### config.mk
export PLATFORM = sky130hd
export DESIGN_NAME = sll_seq
export DESIGN_NICKNAME = d
export VERILOG_FILES = /design/src/rtl/sll_pkg.sv /design/src/rtl/sll_amt_cnt.sv /design/src/rtl/sll_seq.sv
export SDC_FILE = /design/constraint.sdc
export NUM_CORES = 1
export LEC_CHECK = 0
export CORE_ASPECT_RATIO = 1.2
export CORE_MARGIN = 4
export CORE_UTILIZATION = 37
export DETAILED_ROUTE_END_ITERATION = 6
export PLACE_DENSITY = 0.67
export SYNTH_ARGS = -nofsm -noshare
export SYNTH_HDL_FRONTEND = slang
export SYNTH_SLANG_ARGS = --single-unit
### constraint.sdc
create_clock -name clk -period 3.2 [get_ports clk]
set_clock_uncertainty 0.2 [all_clocks]
set_input_delay 0.48 -clock clk [delete_from_list [all_inputs] [get_ports clk]]
set_output_delay 0.48 -clock clk [all_outputs]
set_load 0.005 [all_outputs]
### src/rtl/sll_pkg.sv
// rtl/sll_pkg.sv - shared types and helpers for the sequential left shifter
package sll_pkg;

  typedef enum logic [1:0] {IDLE, SHIFT, DONE} sll_state_t;

  // Width of a counter that must hold every value from 0 to n
  function automatic int cnt_w(input int n);
    return $clog2(n + 1);
  endfunction

  // Shifting by n or more clears the operand, so cap the count at n
  function automatic int sat_amt(input int amt, input int n);
    return (amt > n) ? n : amt;
  endfunction

endpackage

### src/rtl/sll_amt_cnt.sv
// rtl/sll_amt_cnt.sv - loadable down-counter with a count==1 terminal flag
module sll_amt_cnt #(
  parameter int W = 4
) (
  input  logic         clk,
  input  logic         rst,
  input  logic         en,
  input  logic         load,
  input  logic [W-1:0] load_val,
  input  logic         dec,
  output logic [W-1:0] count,
  output logic         is_one
);

  // Load has priority over decrement; nothing moves while en is low
  always_ff @(posedge clk or negedge rst) begin
    if (!rst) begin
      count <= '0;
    end else if (en) begin
      if (load) begin
        count <= load_val;
      end else if (dec) begin
        count <= count - W'(1);
      end
    end
  end

  assign is_one = (count == W'(1));

endmodule

### src/rtl/sll_seq.sv
// rtl/sll_seq.sv - multi-cycle shift-left-logical unit; SLL_STICKY_EN adds the sticky output
module sll_seq
  import sll_pkg::*;
#(
  parameter int n     = 8,
  parameter int amt_n = 3
) (
  input  logic             clk,
  input  logic             rst,
  input  logic             en,
  input  logic             in_valid,
  output logic             in_ready,
  input  logic [n-1:0]     d,
  input  logic [amt_n-1:0] amt,
  output logic             out_valid,
  input  logic             out_ready,
  output logic [n-1:0]     out,
  output logic             busy
`ifdef SLL_STICKY_EN
  ,
  output logic             sticky
`endif
);

  localparam int CW = cnt_w(n);

  sll_state_t      state;
  sll_state_t      state_nxt;
  logic [CW-1:0]   eff_amt;
  logic [CW-1:0]   count;
  logic            is_one;
  logic            accept;
  logic            take;
  logic            shifting;

  assign eff_amt   = CW'(sat_amt(int'(amt), n));
  assign out_valid = (state == DONE);
  assign busy      = (state != IDLE);
  // A finishing result frees the unit in the same cycle, so a new operand needs no bubble
  assign in_ready  = (state == IDLE) | ((state == DONE) & out_ready);
  assign accept    = en & in_valid & in_ready;
  assign take      = en & out_valid & out_ready;
  assign shifting  = en & (state == SHIFT);

  sll_amt_cnt #(.W(CW)) u_cnt (
    .clk      (clk),
    .rst      (rst),
    .en       (en),
    .load     (accept),
    .load_val (eff_amt),
    .dec      (shifting),
    .count    (count),
    .is_one   (is_one)
  );

  // State register
  always_ff @(posedge clk or negedge rst) begin
    if (!rst) begin
      state <= IDLE;
    end else begin
      state <= state_nxt;
    end
  end

  // Next-state: load restarts the op, last shift finishes it, a taken result without a new operand idles
  always_comb begin
    state_nxt = state;
    case (state)
      IDLE: begin
        if (accept) state_nxt = (eff_amt == '0) ? DONE : SHIFT;
      end
      SHIFT: begin
        if (en && is_one) state_nxt = DONE;
      end
      DONE: begin
        if (accept) begin
          state_nxt = (eff_amt == '0) ? DONE : SHIFT;
        end else if (take) begin
          state_nxt = IDLE;
        end
      end
      default: state_nxt = IDLE;
    endcase
  end

  // Result register: load the operand, then shift one bit per enabled SHIFT cycle
  always_ff @(posedge clk or negedge rst) begin
    if (!rst) begin
      out <= '0;
    end else if (accept) begin
      out <= d;
    end else if (shifting) begin
      out <= {out[n-2:0], 1'b0};
    end
  end

`ifdef SLL_STICKY_EN
  // Collect every bit that falls off the top during the current operation
  always_ff @(posedge clk or negedge rst) begin
    if (!rst) begin
      sticky <= 1'b0;
    end else if (accept) begin
      sticky <= 1'b0;
    end else if (shifting) begin
      sticky <= sticky | out[n-1];
    end
  end
`endif

endmodule

==> metrics.md, run 1 <==
| Metric | Value |
|---|---|
| Final period utilization | `76.0%` |
| Yosys top cell by area | `dfrtp_1` |
| Seq/Total Area, Yosys | `43.1%` |
| Switch share | `34.5%` |
| Fillers | `204` |
| Die height | `59.3 um` |
| Nets | `118` |
| Final GP Congestion | `0.747` |
| Achievable Freq | `0.411 GHz` |
| Wire per inst | `14.1 um` |
| Initial Util | `approximately 39%` |
| DR vias/cell | `5.23` |
| First-pass GRT wire length | `around 2.9 mm` |
| Power Density | `786 mW/mm2` |
| Setup ws final | `0.768 ns` |
| Final WL | `1.80 mm` |
| Mapped Area | `812 um2` |
| Crit. End Element | `output port` |
| Hold-fix buffers, CTS | `0` |
| Rows | `18` |
| Async SR Flop Fraction | `100%` |
| Warnings, synthesis | `0` |
| Largest net degree at the start of global routing | `15` |
| Worst Path Arrival | `1.75 ns` |
| Post-Syn Instances | `72` |
| Final setup fails | `0` |
| CP startpoint kind | `input pin` |
| Combinational share of power | `49.8%` |
| R2R setup slack | `1.47 ns` |
| DRC | `0` |
| Area grow syn2layout | `35.3%` |
| Share of the synthesized area in the top cell type | `around 43%` |
| Rel. slew slack | `a little under three fifths` |
| Die X | `between 50 and 60 um` |
| Initial antenna violation count | `0` |
| Placed cells | `125` |
| Total track usage | `around 12%` |
| Syn Area/Cell | `about 11 um2` |
| Ports | `27` |
| Non-filler cells, final | `128` |
| Pre-CTS setup slack | `0.765 ns` |
| Top FF cell, synth | `dfrtp_1` |
| Clk Latency, worst-skew pair | `roughly 0.27 ns` |
| Flops & latches, synth | `14` |
| CTS H-tree lvls | `1` |
| DRT antenna net count | `0` |
| Vias in the first global route | `673` |
| Setup_tns | `0 ns` |
| Post-DP HPWL | `1.38 mm` |
| Reg clk slew, reported paths | `0.08 ns` |
| Sw Pwr | `0.000298 W` |
| Detailed-route via count | `670` |
| DR iter-0 viols | `6` |
| RSZ-0062 raised after global routing | `no` |
| Max Cap Viol | `0` |
| CTS Sinks | `14` |
| P_leak | `between 0.4 and 0.5 nW` |
| Post-cts resize count | `0` |
| Tot Pwr | `0.000863 W` |
| CTS buffer count | `3` |
| Sequential share of power | `38.6%` |
| Slew @ Worst Pin | `~0.64 ns` |
| Post-synth EDFFs | `0` |
| CP Data Required Time | `2.52 ns` |
| Number of port buffers | `26` |
| CTS tree | `done` |
| Diode count | `0` |
| Post-Syn Nets | `90` |
| Internal power component | `0.000565 W` |
| Layout cell share with drive strength beyond 1 | `10.2%` |
| Most area-consuming cells after synthesis | `dfrtp_1 (43%), a221o_1 (7.4%), and2_1 (4.6%)` |
| DRT Pass-1 Iters | `4` |
| Hold Violations, Final | `0` |
| Die area | `roughly 0.0030 mm2` |
| Core Area | `0.00207 mm2` |
| Final Max Slew Viols | `0` |
| Critical Path Fanout Max | `7` |
| Clk pwr share | `11.5%` |
| Gr ovfl total | `0` |
| Count of cell types in the netlist | `31` |
| Final min period | `2.43 ns` |
| Clock Root Buffer | `clkbuf_4` |
| Outcome | `finished clean` |
| HP Class | `reg2reg` |
| Final core utilization | `53.0%` |
| Max VDD drop | `around 0.00037 V` |
| Clock Path Buffers | `2` |
| CP Class | `in2out` |
| Setup bufs post-CTS | `0` |
==> worst max-delay path, cell delays in order <==
cell and delay (ns):
clkdlybuf4s50_1 0.47, nand2b_4 0.17, and2_1 0.14, clkdlybuf4s50_1 0.49
==> layer usage <==
metal	up-vias	share of wire (%)	GRT usage [%]
li1	325	-	-
met1	317	44	14.6
met2	28	48	22.4
met3	0	7.7	2.52
met4	0	0	4.62
met5	-	0	0
==> kinds of logic (layout without fill, tap and decap cells) <==
kind of cell               count (synthesis)  count (layout)  share of synthesized area, %
and+or+nand+nor                           27              27                          23.1
AOI/OAI and AO/OA                         17              17                          17.7
xor gates and xnor gates                   2               2                          2.16
adders and majority gates                  2               2                          3.08
DFF                                       14              14                          43.1
buffers and inverters                      6              32                          5.55
muxes                                      4               4                          5.24
==> cell usage in the layout, fill, tap and decap left out <==
master           synthesis  layout
and2_4                   1       1
nor4bb_1                 1       1
nor3_1                   2       2
o21ai_0                  4       4
xnor2_1                  2       2
o41ai_1                  1       1
mux2_2                   2       2
o22ai_1                  2       2
a31oi_4                  1       1
nand3b_1                 2       2
clkbuf_4                 0       3
mux2i_1                  2       2
a211oi_1                 1       1
or2_2                    1       1
clkdlybuf4s50_1          0      26
nand4b_1                 1       1
inv_1                    3       3
and3_4                   1       1
or2b_1                   1       1
nor2_1                   1       1
nand3_1                  1       1
and2_1                   6       6
and3b_1                  1       1
nand2b_4                 1       1
nand2_1                  2       2
a221o_1                  6       6
a221oi_1                 1       1
ha_1                     2       2
nand4_1                  3       3
dfrtp_1                 14      14
a21oi_1                  1       1
and2b_1                  2       2
==> cells in the mapped netlist (2+ instances only) <==
| cell | number |
|---|---|
| a221o_1 | 6 |
| and2_1 | 6 |
| and2b_1 | 2 |
| buf_6 | 3 |
| dfrtp_1 | 14 |
| ha_1 | 2 |
| inv_1 | 3 |
| mux2_2 | 2 |
| mux2i_1 | 2 |
| nand2_1 | 2 |
| nand3b_1 | 2 |
| nand4_1 | 3 |
| nor3_1 | 2 |
| o21ai_0 | 4 |
| o22ai_1 | 2 |
| xnor2_1 | 2 |
==> registers in the layout, summed over array words and instances (netlist names) <==
| name | count |
|---|---|
| out | 8 |
| u_cnt.count | 4 |
| state | 2 |
==> final timing paths <==
check | startpoint | endpoint | cells after the start
hold / removal | out[7] | out[7] | 1
min in group asynchronous | rst | out[7] | 1
max in group asynchronous | rst | out[1] | 1
hold reg to reg | out[7] | out[7] | 1
setup / recovery | out_ready | in_ready | 4
setup reg to reg | state[1] | out[7] | 3
==> metrics by stage <==
| stage | cell area (um2) | hold WS [ns] |
|---|---|---|
| floorplan | 812 | -0.0156 |
| global placement | 1080 | 0.299 |
| detailed placement | 1080 | 0.302 |
| CTS | 1100 | 0.330 |
| global route | 1100 | 0.348 |
| finish | 1100 | 0.323 |
==> power by group through the flow <==
stage | registers, W | clock network [W] | logic, W
CTS | 0.000335 | 0.000101 | 0.000437
finish | 0.000334 | 0.0000997 | 0.000430
global placement | 0.000337 | 0 | 0.000425
floorplan | 0.000325 | 0 | 0.000255
global route | 0.000348 | 0.000109 | 0.000467
detailed placement | 0.000337 | 0 | 0.000437
==> final cells by class <==
class	instances	area, um2	share of cell area, %
multi-input combinational	52	417	37.9
sequential	14	350	31.9
timing repair buffer	26	260	23.7
tap	30	37.5	3.42
clock buffer	3	22.5	2.05
inverter	3	11.3	1.03
Power figures use the tool's default switching activity.
==> run 2: changes to the inputs <==
Settings changed: PLACE_DENSITY 0.67 to 0.69.
Clock period 3.2 ns to 2.15 ns, I/O delays scaled along.
==> metrics.md, run 2 (synthesis gave the netlist of run 1 again) <==
| Metric | Value |
|---|---|
| Outcome | `finished clean` |
| Top Registers | `out: 8 flops, u_cnt.count: 4 flops, state: 2 flops` |
| Diode count | `0` |
| Clk Latency, worst-skew pair | `0.28 ns` |
| Tot Pwr | `0.00131 W` |
| Family with the most delay on the worst path | `buffers and inverters` |
| Placed Area | `~0.0011 mm2` |
| DRT antenna net count | `0` |
| Slowest-stage cell, CP | `clkdlybuf4s50_1` |
| Power Density | `~1200 mW/mm2` |
| CP Data Required Time | `around 1.6 ns` |
| Die X | `50.8 um` |
| Biggest register | `out` |
| Hold Violations, Final | `0` |
| Slew @ Worst Pin | `~0.64 ns` |
| Ports | `27` |
| Critical Path Fanout Max | `2` |
| Crit-path cells | `clkdlybuf4s50_1, nand2b_4, and2_1, clkdlybuf4s50_1` |
| Cell mode on critical path | `clkdlybuf4s50_1` |
| P_leak | `0.463 nW` |
| CP Class | `in2out` |
| Sum of buffers and inverters on the critical path | `2` |
| Post-cts resize count | `0` |
| CTS H-tree lvls | `1` |
| Core Area | `approximately 0.0021 mm2` |
| Area grow syn2layout | `37.1%` |
| Number of port buffers | `26` |
| Layout cell share with drive strength beyond 1 | `12.0%` |
| DRC | `0` |
| Wire per inst | `14.4 um` |
| DRT Pass-1 Iters | `4` |
| Max Cap Viol | `0` |
| Final WL | `1.87 mm` |
| HP Class | `in2async` |
| Largest net degree at the start of global routing | `15` |
| Reg clk slew, reported paths | `approximately 0.08 ns` |
| Final period utilization | `between 90% and 100%` |
| Commonest non-fill, non-tap cell in the layout | `clkdlybuf4s50_1` |
| Rows | `18` |
| CTS tree | `done` |
| Detailed-route via count | `between 600 and 700` |
| Clock Path Buffers | `2` |
| Final instance area | `approximately 0.0011 mm2` |
| Initial Util | `39.2%` |
| Post-DP HPWL | `1.41 mm` |
| Max VDD drop | `0.000499 V` |
| Die area | `0.00301 mm2` |
| CP startpoint kind | `input pin` |
| DR vias/cell | `~5.3` |
| Final Max Slew Viols | `0` |
| Setup_tns | `0 ns` |
| CTS buffer count | `3` |
| Nets | `120` |
| Worst Path Arrival | `1.53 ns` |
| Setup bufs post-CTS | `0` |
| DR iter-0 viols | `16` |
| Achievable Freq | `0.488 GHz` |
| Vias in the first global route | `670` |
| RSZ-0062 raised after global routing | `no` |
| Setup ws final | `0.0994 ns` |
| Final setup fails | `0` |
| Final GP Congestion | `roughly 0.74` |
| Max FFs per register | `8` |
| Crit. End Element | `output port` |
| Initial antenna violation count | `0` |
| Final min period | `2.05 ns` |
| Hold-fix buffers, CTS | `0` |
| First-pass GRT wire length | `2.97 mm` |
| Most frequent cells in the layout | `clkdlybuf4s50_1 (26), dfrtp_1 (14), and2_1 (6), a221o_1 (6), o21ai_0 (4)` |
| Rel. slew slack | `57.0%` |
| Pre-CTS setup slack | `slightly below 0.09 ns` |
| CTS Sinks | `14` |
| CP max stage delay | `0.49 ns` |
| Die height | `a little under 60 um` |
| Gr ovfl total | `0` |
| Total track usage | `13.1%` |
| Clock Root Buffer | `clkbuf_4` |
-- run 2: cell types whose count changed in the layout (fill, tap and decap cells not counted) --
cell,change
buf_4,+2
-- run 2: cell type report --
type	count	area, um2
fill	205	958
multi-input combinational	52	417
sequential	14	350
timing repair buffer	28	275
tap	30	37.5
clock buffer	3	22.5
inverter	3	11.3
-- run 2: routing by layer --
layer  routed length [um]  track usage, %  vias to the layer above
met1                  828            15.3                      322
met5                    0               0                        -
met3                  100            2.52                        2
met4                   16            7.31                        0
met2                  924            22.4                       26
li1                     -               -                      333
-- run 2: through the flow --
step	hold slack, ns	util [%]	cells
2_1_floorplan	-0.173	-	72
3_3_place_gp	0.297	52.7	127
3_5_place_dp	0.302	52.7	127
4_1_cts	0.253	53.7	130
5_1_grt	0.287	53.7	130
6_report	0.236	53.7	130
-- run 2: worst paths after layout --
path | from | to | slack (ns) | depth (start not counted)
hold / removal | rst | u_cnt.count[2] | 0.24 | 1
setup reg to reg | state[1] | out[2] | 0.45 | 3
hold reg to reg | out[7] | out[7] | 0.31 | 1
min in group clk | out[7] | out[7] | 0.31 | 1
setup / recovery | out_ready | in_ready | 0.1 | 4
max in group asynchronous | rst | out[1] | 1.10 | 1
-- run 2: report_power, final --
part / switching, W / internal (W)
clock network: 0.0000837 / 0.0000649
registers: 0.000114 / 0.000382
logic: 0.000256 / 0.000410
total: 0.000454 / 0.000858
==> run 3: changes to the inputs <==
Settings changed: CORE_UTILIZATION 37 to 40, PLACE_DENSITY 0.69 to 0.74.
==> metrics.md, run 3 (synthesis gave the netlist of run 1 again) <==
| Metric | Value |
|---|---|
| Biggest register | `out` |
| Setup_tns | `0 ns` |
| Final setup fails | `0` |
| Initial antenna violation count | `0` |
| Critical Path Fanout Max | `2` |
| DR vias/cell | `about 5.7` |
| Hold-fix buffers, CTS | `0` |
| Max VDD drop | `0.000665 V` |
| Achievable Freq | `0.486 GHz` |
| Vias in the first global route | `roughly 660` |
| Final min period | `2.06 ns` |
| Ports | `27` |
| Die height | `57.4 um` |
| Final Max Slew Viols | `0` |
| First-pass GRT wire length | `2.97 mm` |
| Reg area | `approximately 350 um2` |
| CP Class | `in2out` |
| DR iter-0 viols | `14` |
| Setup bufs post-CTS | `0` |
| Placed Area | `0.00108 mm2` |
| Combinational share of power | `48.6%` |
| WHS | `between 0.2 and 0.25 ns` |
| Die area | `0.00282 mm2` |
| Reg clk slew, reported paths | `~0.09 ns` |
| Nets | `120` |
| DRT Pass-1 Iters | `4` |
| CP Launch Point | `out_ready` |
| Crit. End Element | `output port` |
| Internal power component | `0.000894 W` |
| Initial Util | `42.9%` |
| Most frequent cells in the layout | `clkdlybuf4s50_1 (26), dfrtp_1 (14), and2_1 (6), a221o_1 (6), o21ai_0 (4)` |
| CTS buffer count | `3` |
| Layout cell share with drive strength beyond 1 | `between 10% and 20%` |
| Slew @ Worst Pin | `0.615 ns` |
| RSZ-0062 raised after global routing | `no` |
| Final period utilization | `95.7%` |
| CP startpoint kind | `input pin` |
| Total track usage | `14.0%` |
| Max Cap Viol | `0` |
| Detailed-route via count | `683` |
| Worst r2r src | `state[1]` |
| Final instance area | `0.00111 mm2` |
| Diode count | `0` |
| Commonest non-fill, non-tap cell in the layout | `clkdlybuf4s50_1` |
| Clock Root Buffer | `clkbuf_4` |
| CTS tree | `done` |
| P_leak | `0.470 nW` |
| Hold Violations, Final | `0` |
| Largest net degree at the start of global routing | `15` |
| Sequential share of power | `37.2%` |
| Worst Path Arrival | `1.53 ns` |
| Rows | `17` |
| Sw Pwr | `0.000446 W` |
| Switch share | `between 30% and 40%` |
| Final GP Congestion | `0.748` |
| DRC | `0` |
| Area grow syn2layout | `37.1%` |
| Post-DP HPWL | `1.37 mm` |
| Clk Latency, worst-skew pair | `0.28 ns` |
| Die X | `between 40 and 50 um` |
| HP Class | `in2async` |
| Rel. slew slack | `between 50% and 60%` |
| Number of port buffers | `26` |
| Multi-input combinational cell area | `417 um2` |
| CP Data Required Time | `1.63 ns` |
| Core Area | `0.00189 mm2` |
| CTS H-tree lvls | `1` |
| Clk pwr share | `approximately 14%` |
| Wire per inst | `14.6 um` |
| Clock Path Buffers | `2` |
| Fillers | `~160` |
| Max FFs per register | `8` |
| Final WL | `roughly 1.7 mm` |
| Post-cts resize count | `0` |
| DRT antenna net count | `0` |
| Gr ovfl total | `0` |
| Top Registers | `out: 8 flops, u_cnt.count: 4 flops, state: 2 flops` |
| CTS Sinks | `14` |
| Power Density | `1200 mW/mm2` |
| Outcome | `finished clean` |
==> run 3: cell count changes in the layout (fill, tap and decap cells not counted), sizes merged <==
cell,previous run,this run
clkbuf,3,4
==> run 3: stage by stage <==
step	std cells	total power (W)	setup WS [ns]	utilization (%)
6_report	120	0.00134	0.0931	58.8
5_1_grt	120	0.00145	0.0108	58.8
4_1_cts	120	0.00135	0.0803	58.8
3_5_place_dp	116	0.00116	0.0881	56.9
3_3_place_gp	116	0.00114	0.0967	56.9
2_1_floorplan	72	0.000862	0.633	-
==> run 3: routing by layer <==
metal	GRT usage [%]	wire (um)
met4	11.8	78
met5	0	0
met3	2.09	53
met1	17.0	749
met2	21.6	867
==> run 3: final timing paths <==
path / endpoint / slack (ns) / depth (start not counted)
worst max-delay path: in_ready / 0.09 / 4
worst min-delay path: out[7] / 0.22 / 1
worst max register to register: u_cnt.count[1] / 0.48 / 3
worst min register to register: out[7] / 0.32 / 1
max in group asynchronous: u_cnt.count[2] / 1.13 / 1
min in group clk: out[7] / 0.32 / 1
==> run 3: layout make-up <==
cell class,count,share of cell area (%)
Clock buffer,4,3.26
Multi-Input combinational cell,52,37.4
Tap cell,19,2.13
Sequential cell,14,31.5
Inverter,3,1.01
Timing Repair Buffer,28,24.7
==> run 3: power groups by stage <==
stage | combinational (W) | clock [W] | sequential [W]
4_1_cts | 0.000661 | 0.000194 | 0.000499
3_5_place_dp | 0.000657 | 0 | 0.000504
2_1_floorplan | 0.000379 | 0 | 0.000483
5_1_grt | 0.000721 | 0.000209 | 0.000524
6_report | 0.000651 | 0.000190 | 0.000499
3_3_place_gp | 0.000645 | 0 | 0.000500
==> run 3: worst max-delay path: stages <==
cell             delay, ns
clkdlybuf4s50_1       0.48
nand2b_4              0.12
and2_1                0.12
clkdlybuf4s50_1       0.50
